## config.mk

```make
export PLATFORM = sky130hd
export DESIGN_NAME = crc_check_mac_flat
export DESIGN_NICKNAME = d
export VERILOG_FILES = /design/src/rtl/crc_mac_pkg.sv /design/src/rtl/crc_check_mac_if.sv /design/src/rtl/crc_check_mac_byte_delay_line.sv /design/src/rtl/crc_check_mac.sv /design/src/flat_wrapper.sv
export SDC_FILE = /design/constraint.sdc
export NUM_CORES = 1
export LEC_CHECK = 0
export ABC_CLOCK_PERIOD_IN_PS = 3200
export BUFFER_PORTS_ARGS = -buffer_cell sky130_fd_sc_hd__buf_2
export CORE_UTILIZATION = 35
export DETAILED_ROUTE_END_ITERATION = 6
export HOLD_SLACK_MARGIN = 0.05
export PLACE_DENSITY_LB_ADDON = 0.1
export SLEW_MARGIN = 20
export SYNTH_ARGS = -nofsm -noshare
export SYNTH_HDL_FRONTEND = slang
export SYNTH_SLANG_ARGS = --single-unit
export TNS_END_PERCENT = 20
```

## constraint.sdc

```tcl
create_clock -name clock -period 3.2 [get_ports clock]
set_input_delay 0.16 -clock clock [delete_from_list [all_inputs] [get_ports clock]]
set_output_delay 0.16 -clock clock [all_outputs]
set_load 0.02 [all_outputs]
```

## src/rtl/crc_mac_pkg.sv

```systemverilog
`default_nettype none
// ============================================================================
//  Module      : crc_mac_pkg
//  Description : Shared CRC32 definitions for the Ethernet MAC transmit and
//                receive paths: reflected polynomial, good-frame residue,
//                FCS length and the byte-at-a-time CRC update function.
//  Revision    : 1.0 - initial release
// ============================================================================
package crc_mac_pkg;

  localparam logic [31:0] CRC32_POLYNOMIAL = 32'hEDB88320;
  localparam logic [31:0] CRC32_RESIDUE    = 32'hDEBB20E3;
  localparam logic [31:0] CRC32_INIT       = 32'hFFFFFFFF;
  localparam int          FCS_BYTES        = 4;

  // One byte of a streamed frame as it sits in the output register.
  typedef struct packed {
    logic [7:0] data;
    logic       last;
    logic       user;
  } axis_beat_t;

  // Reflected CRC32 update for one byte, LSB first. Unrolled into eight
  // shift/conditional-xor stages by synthesis.
  function automatic logic [31:0] crc32_byte(
    input logic [7:0]  data,
    input logic [31:0] remainder,
    input logic [31:0] poly
  );
    logic [31:0] c;
    c = remainder ^ {24'h000000, data};
    for (int i = 0; i < 8; i++) begin
      c = c[0] ? ((c >> 1) ^ poly) : (c >> 1);
    end
    return c;
  endfunction

endpackage : crc_mac_pkg
`default_nettype wire

```

## src/rtl/crc_check_mac_if.sv

```systemverilog
`default_nettype none
// ============================================================================
//  Module      : crc_check_mac_if
//  Description : Byte-wide AXI-Stream bundle (tdata/tvalid/tready/tlast/
//                tuser).
//  Modports    : master - drives tdata/tvalid/tlast/tuser, samples tready
//                slave  - samples tdata/tvalid/tlast/tuser, drives tready
//  Revision    : 1.0 - initial release
// ============================================================================
interface crc_check_mac_if;
  import crc_mac_pkg::*;

  logic [7:0] tdata;
  logic       tvalid;
  logic       tready;
  logic       tlast;
  logic       tuser;

  modport master (
    output tdata,
    output tvalid,
    output tlast,
    output tuser,
    input  tready
  );

  modport slave (
    input  tdata,
    input  tvalid,
    input  tlast,
    input  tuser,
    output tready
  );

endinterface : crc_check_mac_if
`default_nettype wire

```

## src/rtl/crc_check_mac_byte_delay_line.sv

```systemverilog
`default_nettype none
// ============================================================================
//  Module      : byte_delay_line
//  Description : DEPTH-entry byte shift register with an occupancy count.
//                Every push shifts the line towards entry 0, so once full
//                entry 0 holds the oldest byte. Flush only zeroes the count;
//                stale entries are shifted out by the next frame.
//  Ports       : clock, aresetn      - clock, async active-low reset
//                push_i, data_i      - shift data_i in
//                flush_i             - restart occupancy (wins over push)
//                oldest_o            - entry 0, valid when full_o
//                newest_o            - entries DEPTH-1..1, newest in MSBs
//                full_o              - DEPTH bytes held
//  Revision    : 1.0 - initial release
// ============================================================================
module byte_delay_line
  import crc_mac_pkg::*;
#(
  parameter int DEPTH = FCS_BYTES
) (
  input  wire logic                   clock,
  input  wire logic                   aresetn,
  input  wire logic                   push_i,
  input  wire logic                   flush_i,
  input  wire logic [7:0]             data_i,
  output logic      [7:0]             oldest_o,
  output logic      [8*(DEPTH-1)-1:0] newest_o,
  output logic                        full_o
);

  localparam int CW = $clog2(DEPTH + 1);

  logic [7:0]    entry_q [DEPTH];
  logic [7:0]    entry_d [DEPTH];
  logic [CW-1:0] count_q;
  logic [CW-1:0] count_d;

  assign full_o   = (count_q == CW'(DEPTH));
  assign oldest_o = entry_q[0];

  generate
    for (genvar gi = 0; gi < DEPTH - 1; gi++) begin : g_newest
      assign newest_o[8*gi +: 8] = entry_q[gi+1];
    end
  endgenerate

  always_comb begin
    for (int i = 0; i < DEPTH; i++) begin
      entry_d[i] = entry_q[i];
    end
    count_d = count_q;

    if (push_i) begin
      for (int i = 0; i < DEPTH - 1; i++) begin
        entry_d[i] = entry_q[i+1];
      end
      entry_d[DEPTH-1] = data_i;
      // Once full, a push pops the oldest at the same time: count holds.
      if (!full_o) begin
        count_d = count_q + CW'(1);
      end
    end

    if (flush_i) begin
      count_d = '0;
    end
  end

  always_ff @(posedge clock or negedge aresetn) begin
    if (!aresetn) begin
      for (int i = 0; i < DEPTH; i++) begin
        entry_q[i] <= 8'h00;
      end
      count_q <= '0;
    end else begin
      for (int i = 0; i < DEPTH; i++) begin
        entry_q[i] <= entry_d[i];
      end
      count_q <= count_d;
    end
  end

endmodule : byte_delay_line
`default_nettype wire

```

## src/rtl/crc_check_mac.sv

```systemverilog
`default_nettype none
// ============================================================================
//  Module      : crc_check_mac
//  Description : Receive-side Ethernet FCS checker. Holds the last four
//                bytes of the frame back in a delay line so the FCS can be
//                stripped, runs the reflected CRC32 over data+FCS and
//                compares the remainder against the fixed residue. Bad CRC
//                or upstream error is reported on tuser of the last payload
//                byte and via status pulses.
//  Ports       : clock, aresetn - clock, async active-low reset
//                saxis          - input stream (frame incl. 4-byte FCS)
//                maxis          - output stream (payload only)
//                fcs_rx         - FCS of last completed frame {b3,b2,b1,b0}
//                frame_done     - pulse per completed frame (incl. runts)
//                crc_error      - pulse, completed frame failed residue
//                runt           - pulse, frame of <= 4 bytes discarded
//  Revision    : 1.0 - initial release
// ============================================================================
module crc_check_mac
  import crc_mac_pkg::*;
#(
  parameter logic [31:0] POLYNOMIAL = CRC32_POLYNOMIAL,
  parameter logic [31:0] RESIDUE    = CRC32_RESIDUE
) (
  input  wire logic        clock,
  input  wire logic        aresetn,
  crc_check_mac_if.slave   saxis,
  crc_check_mac_if.master  maxis,
  output logic [31:0]      fcs_rx,
  output logic             frame_done,
  output logic             crc_error,
  output logic             runt
);

  logic        accept;
  logic        load;
  logic        full;
  logic        crc_bad;
  logic [7:0]  oldest;
  logic [23:0] newest;
  logic [31:0] crc_next;

  logic [31:0] rem_q,  rem_d;
  logic        err_q,  err_d;
  axis_beat_t  beat_q, beat_d;
  logic        tvalid_q, tvalid_d;
  logic [31:0] fcs_q,  fcs_d;
  logic        done_q, done_d;
  logic        crcerr_q, crcerr_d;
  logic        runt_q, runt_d;

  // Single output register: upstream may advance whenever it is empty or
  // being drained this cycle.
  assign saxis.tready = ~tvalid_q | maxis.tready;
  assign accept       = saxis.tvalid & saxis.tready;
  assign load         = accept & full;

  assign crc_next = crc32_byte(saxis.tdata, rem_q, POLYNOMIAL);
  assign crc_bad  = (crc_next != RESIDUE);

  byte_delay_line #(
    .DEPTH (FCS_BYTES)
  ) u_delay (
    .clock    (clock),
    .aresetn  (aresetn),
    .push_i   (accept),
    .flush_i  (accept & saxis.tlast),
    .data_i   (saxis.tdata),
    .oldest_o (oldest),
    .newest_o (newest),
    .full_o   (full)
  );

  always_comb begin
    rem_d    = rem_q;
    err_d    = err_q;
    beat_d   = beat_q;
    tvalid_d = tvalid_q;
    fcs_d    = fcs_q;
    done_d   = 1'b0;
    crcerr_d = 1'b0;
    runt_d   = 1'b0;

    if (accept) begin
      if (saxis.tlast) begin
        rem_d  = CRC32_INIT;
        err_d  = 1'b0;
        done_d = 1'b1;
        if (full) begin
          crcerr_d = crc_bad;
          fcs_d    = {saxis.tdata, newest};
        end else begin
          runt_d = 1'b1;
        end
      end else begin
        rem_d = crc_next;
        err_d = err_q | saxis.tuser;
      end
    end

    // Reload takes priority over drain so a back-to-back byte is not lost.
    if (load) begin
      tvalid_d    = 1'b1;
      beat_d.data = oldest;
      beat_d.last = saxis.tlast;
      beat_d.user = saxis.tlast & (err_q | saxis.tuser | crc_bad);
    end else if (tvalid_q && maxis.tready) begin
      tvalid_d = 1'b0;
    end
  end

  always_ff @(posedge clock or negedge aresetn) begin
    if (!aresetn) begin
      rem_q    <= CRC32_INIT;
      err_q    <= 1'b0;
      beat_q   <= '0;
      tvalid_q <= 1'b0;
      fcs_q    <= 32'h0;
      done_q   <= 1'b0;
      crcerr_q <= 1'b0;
      runt_q   <= 1'b0;
    end else begin
      rem_q    <= rem_d;
      err_q    <= err_d;
      beat_q   <= beat_d;
      tvalid_q <= tvalid_d;
      fcs_q    <= fcs_d;
      done_q   <= done_d;
      crcerr_q <= crcerr_d;
      runt_q   <= runt_d;
    end
  end

  assign maxis.tdata  = beat_q.data;
  assign maxis.tlast  = beat_q.last;
  assign maxis.tuser  = beat_q.user;
  assign maxis.tvalid = tvalid_q;

  assign fcs_rx     = fcs_q;
  assign frame_done = done_q;
  assign crc_error  = crcerr_q;
  assign runt       = runt_q;

endmodule : crc_check_mac
`default_nettype wire

```

## src/flat_wrapper.sv

```systemverilog
// flat-port wrapper written by rule: the top's interface ports become plain ports
module crc_check_mac_flat import crc_mac_pkg::*;
#(
  parameter logic [31:0] POLYNOMIAL = CRC32_POLYNOMIAL,
  parameter logic [31:0] RESIDUE    = CRC32_RESIDUE
)
  (clock, aresetn, fcs_rx, frame_done, crc_error, runt, saxis_tdata, saxis_tvalid, saxis_tlast, saxis_tuser, saxis_tready, maxis_tdata, maxis_tvalid, maxis_tlast, maxis_tuser, maxis_tready);
  crc_check_mac_if saxis_i ();
  crc_check_mac_if maxis_i ();
  input  wire logic clock;
  input  wire logic aresetn;
  output logic [31:0] fcs_rx;
  output logic frame_done;
  output logic crc_error;
  output logic runt;
  input wire logic [$bits(saxis_i.tdata)-1:0] saxis_tdata;
  input wire logic [$bits(saxis_i.tvalid)-1:0] saxis_tvalid;
  input wire logic [$bits(saxis_i.tlast)-1:0] saxis_tlast;
  input wire logic [$bits(saxis_i.tuser)-1:0] saxis_tuser;
  output wire logic [$bits(saxis_i.tready)-1:0] saxis_tready;
  output wire logic [$bits(maxis_i.tdata)-1:0] maxis_tdata;
  output wire logic [$bits(maxis_i.tvalid)-1:0] maxis_tvalid;
  output wire logic [$bits(maxis_i.tlast)-1:0] maxis_tlast;
  output wire logic [$bits(maxis_i.tuser)-1:0] maxis_tuser;
  input wire logic [$bits(maxis_i.tready)-1:0] maxis_tready;
  assign saxis_i.tdata = saxis_tdata;
  assign saxis_i.tvalid = saxis_tvalid;
  assign saxis_i.tlast = saxis_tlast;
  assign saxis_i.tuser = saxis_tuser;
  assign saxis_tready = saxis_i.tready;
  assign maxis_tdata = maxis_i.tdata;
  assign maxis_tvalid = maxis_i.tvalid;
  assign maxis_tlast = maxis_i.tlast;
  assign maxis_tuser = maxis_i.tuser;
  assign maxis_i.tready = maxis_tready;
  crc_check_mac #(.POLYNOMIAL(POLYNOMIAL), .RESIDUE(RESIDUE)) u_core (.clock(clock), .aresetn(aresetn), .saxis(saxis_i), .maxis(maxis_i), .fcs_rx(fcs_rx), .frame_done(frame_done), .crc_error(crc_error), .runt(runt));
endmodule
```

==> run metrics <==
ANT cells=0; crit end category=flop; final hold slack=0.0707 ns; DR iter-0 viols=178; Worst IR Drop VDD=0.473 mV; Period Utilization, post-route=0.917; first-pass GRT wire length=20600 um; DRC viols=0; CTS H-tree depth=4; Post-synth ARST share=1.00; row count=45; power density over the cells=1150 nW/um^2; status=finished clean; grt ovf=0; final setup violation count=0; crit path DAT=3.18 ns; Post-Synthesis Cells=496; Die Ht=127 um; total wire length=12700 um; area leader, netlist=dfrtp_1; Top Ports=61; post-route ant nets=0; Setup Buffers After CTS=0; max-cap viol count=0; Final min period=2.93 ns; gr usage total=0.169; Setup TNS=0 ns; DR pass1 iterations=4; core box area=15300 sq um; CTS tree=yes; mapped cell area=5490 sq um; die area=16200 sq um; highest attainable clock frequency=341 MHz; Slew HR=0.368; Netlist cell types=49; Longest Clk Path Bufs=2; synth cell count leaders=nand2_1, dfrtp_1, xnor2_1; DIE WIDTH=127 um; Yosys warning total=0; layout cell share with drive strength beyond 1=0.315; vias per cell=4.68; post-synthesis sequential area ratio=0.527; clock-pin slew on the worst setup and hold paths=0.05 ns; most frequent cell after synthesis=nand2_1; HP Class=in2reg; pin count of the biggest net entering global routing=66; critical setup path kind=reg2reg; initial antenna violation count=0; clock root buffer=clkbuf_16; Syn Area/Cell=11.1 sq um; worst-path fanout max=12; CP required=3.44 ns; Placer Congestion=0.824; Slew Limit Fails=0; hpwl dp=8470 um; # resized after CTS=0; Initial Util=0.360; Finished Layout Cells=798; Slew @ Worst Pin=0.947 ns; CTS Buf Count=17; RSZ-0062 raised after global routing=false; clock sinks=114; vias in the first global route=3810; syn_nets=513; R2R setup slack=0.27 ns; port bufs=60; DP Cell Count=759; fin util=0.441; fin nets=593; hold_buf cts=9; most area-consuming cells after synthesis=dfrtp_1, dfstp_2, mux2_2; Post-synth EDFFs=0; Routed WL per cell=15.9 um; area grow syn2layout=22.5%; kind of launch point of the worst setup path=flop; Synth top area share=0.374; clk_lat worst skew=0.41 ns; top_reg_cell synth=dfrtp_1; clock skew=0.00683 ns; DR vias=3734; flops & latches, synth=114; Final Hold Viols=0; leak pwr=3.16 nW
-- worst max-delay path, stage by stage (launching register included) --
cell      delay, ns
dfstp_2        0.57
xor2_4         0.47
xor2_4         0.36
inv_2          0.11
a211o_1        0.27
mux4_2         0.47
a211oi_1       0.20
and4_1         0.25
a22oi_1        0.07
-- state kept, by name, indices dropped and copies added (netlist names) --
register                 flops
u_core.rem_q                32
u_core.fcs_rx               32
u_core.crc_error             1
u_core.runt                  1
u_core.err_q                 1
u_core.maxis.tdata           8
u_core.maxis.tuser           1
u_core.maxis.tlast           1
u_core.frame_done            1
u_core.u_delay.oldest_o      8
u_core.maxis.tvalid          1
u_core.u_delay.count_q       3
u_core.u_delay.newest_o     24
-- per-layer routing --
layer / track usage / share of wire / vias up / routed length [um]
met1: 0.228 / 0.49 / 1819 / 6260
met2: 0.262 / 0.46 / 71 / 5800
li1: - / - / 1832 / -
met5: 0 / 0 / - / 0
met3: 0.0419 / 0.036 / 12 / 456
met4: 0.0630 / 0.012 / 0 / 153
-- power breakdown --
group / total, mW / switching (mW) / internal, mW
Combinational: 3.60 / 1.97 / 1.63
Sequential: 2.35 / 0.334 / 2.01
Clock: 1.76 / 0.620 / 1.14
-- layout make-up --
class | instances | area (sq um)
clock buffer | 26 | 499
clock inverter | 4 | 50.0
fill | 1488 | 8530
inverter | 6 | 22.5
multi-input combinational | 356 | 2500
sequential | 114 | 2890
tap | 211 | 264
timing repair buffer | 81 | 495
-- layout by cell type, fill, tap and decap left out, drive strengths merged, types with 4 or more instances in the layout --
master and n:
a21oi 31, and2 4, and3 4, buf 72, clkbuf 26, dfrtp 82
dfstp 32, dlygate4sd3 9, inv 6, mux2 40, nand2 106, nor2 37
nor2b 4, nor3 4, o211ai 5, o22a 6, xnor2 50, xor2 20
-- worst paths after layout --
kind | start | end | cells after the start
worst max register to register | u_core.rem_q[1] | u_core.maxis.tuser | 8
worst max-delay path | u_core.rem_q[1] | u_core.maxis.tuser | 8
min in group asynchronous | aresetn | u_core.u_delay.oldest_o[4] | 2
max in group asynchronous | aresetn | u_core.rem_q[19] | 3
worst min-delay path | saxis_tdata[7] | u_core.u_delay.newest_o[23] | 3
worst min register to register | u_core.maxis.tlast | u_core.maxis.tlast | 2
-- kinds of logic (layout without fill, tap and decap cells) --
group	count (synthesis)	in the layout	share of synthesized area
fa+ha+maj	3	3	0.00684
xor+xnor	74	74	0.152
mux	44	44	0.0916
compound gates	60	60	0.0686
flops	114	114	0.527
buf+inv	26	117	0.0182
simple gates	175	175	0.135
-- metrics by stage --
step | total power, mW | worst slack, ns | instance area [sq um]
3_5_place_dp | 5.95 | 0.250 | 6090
5_1_grt | 8.17 | 0.115 | 6730
4_1_cts | 7.81 | 0.234 | 6730
3_3_place_gp | 5.92 | 0.303 | 6090
6_report | 7.70 | 0.266 | 6730
2_1_floorplan | 4.99 | 0.689 | 5490
No activity file was read; power rests on OpenSTA's default activity.
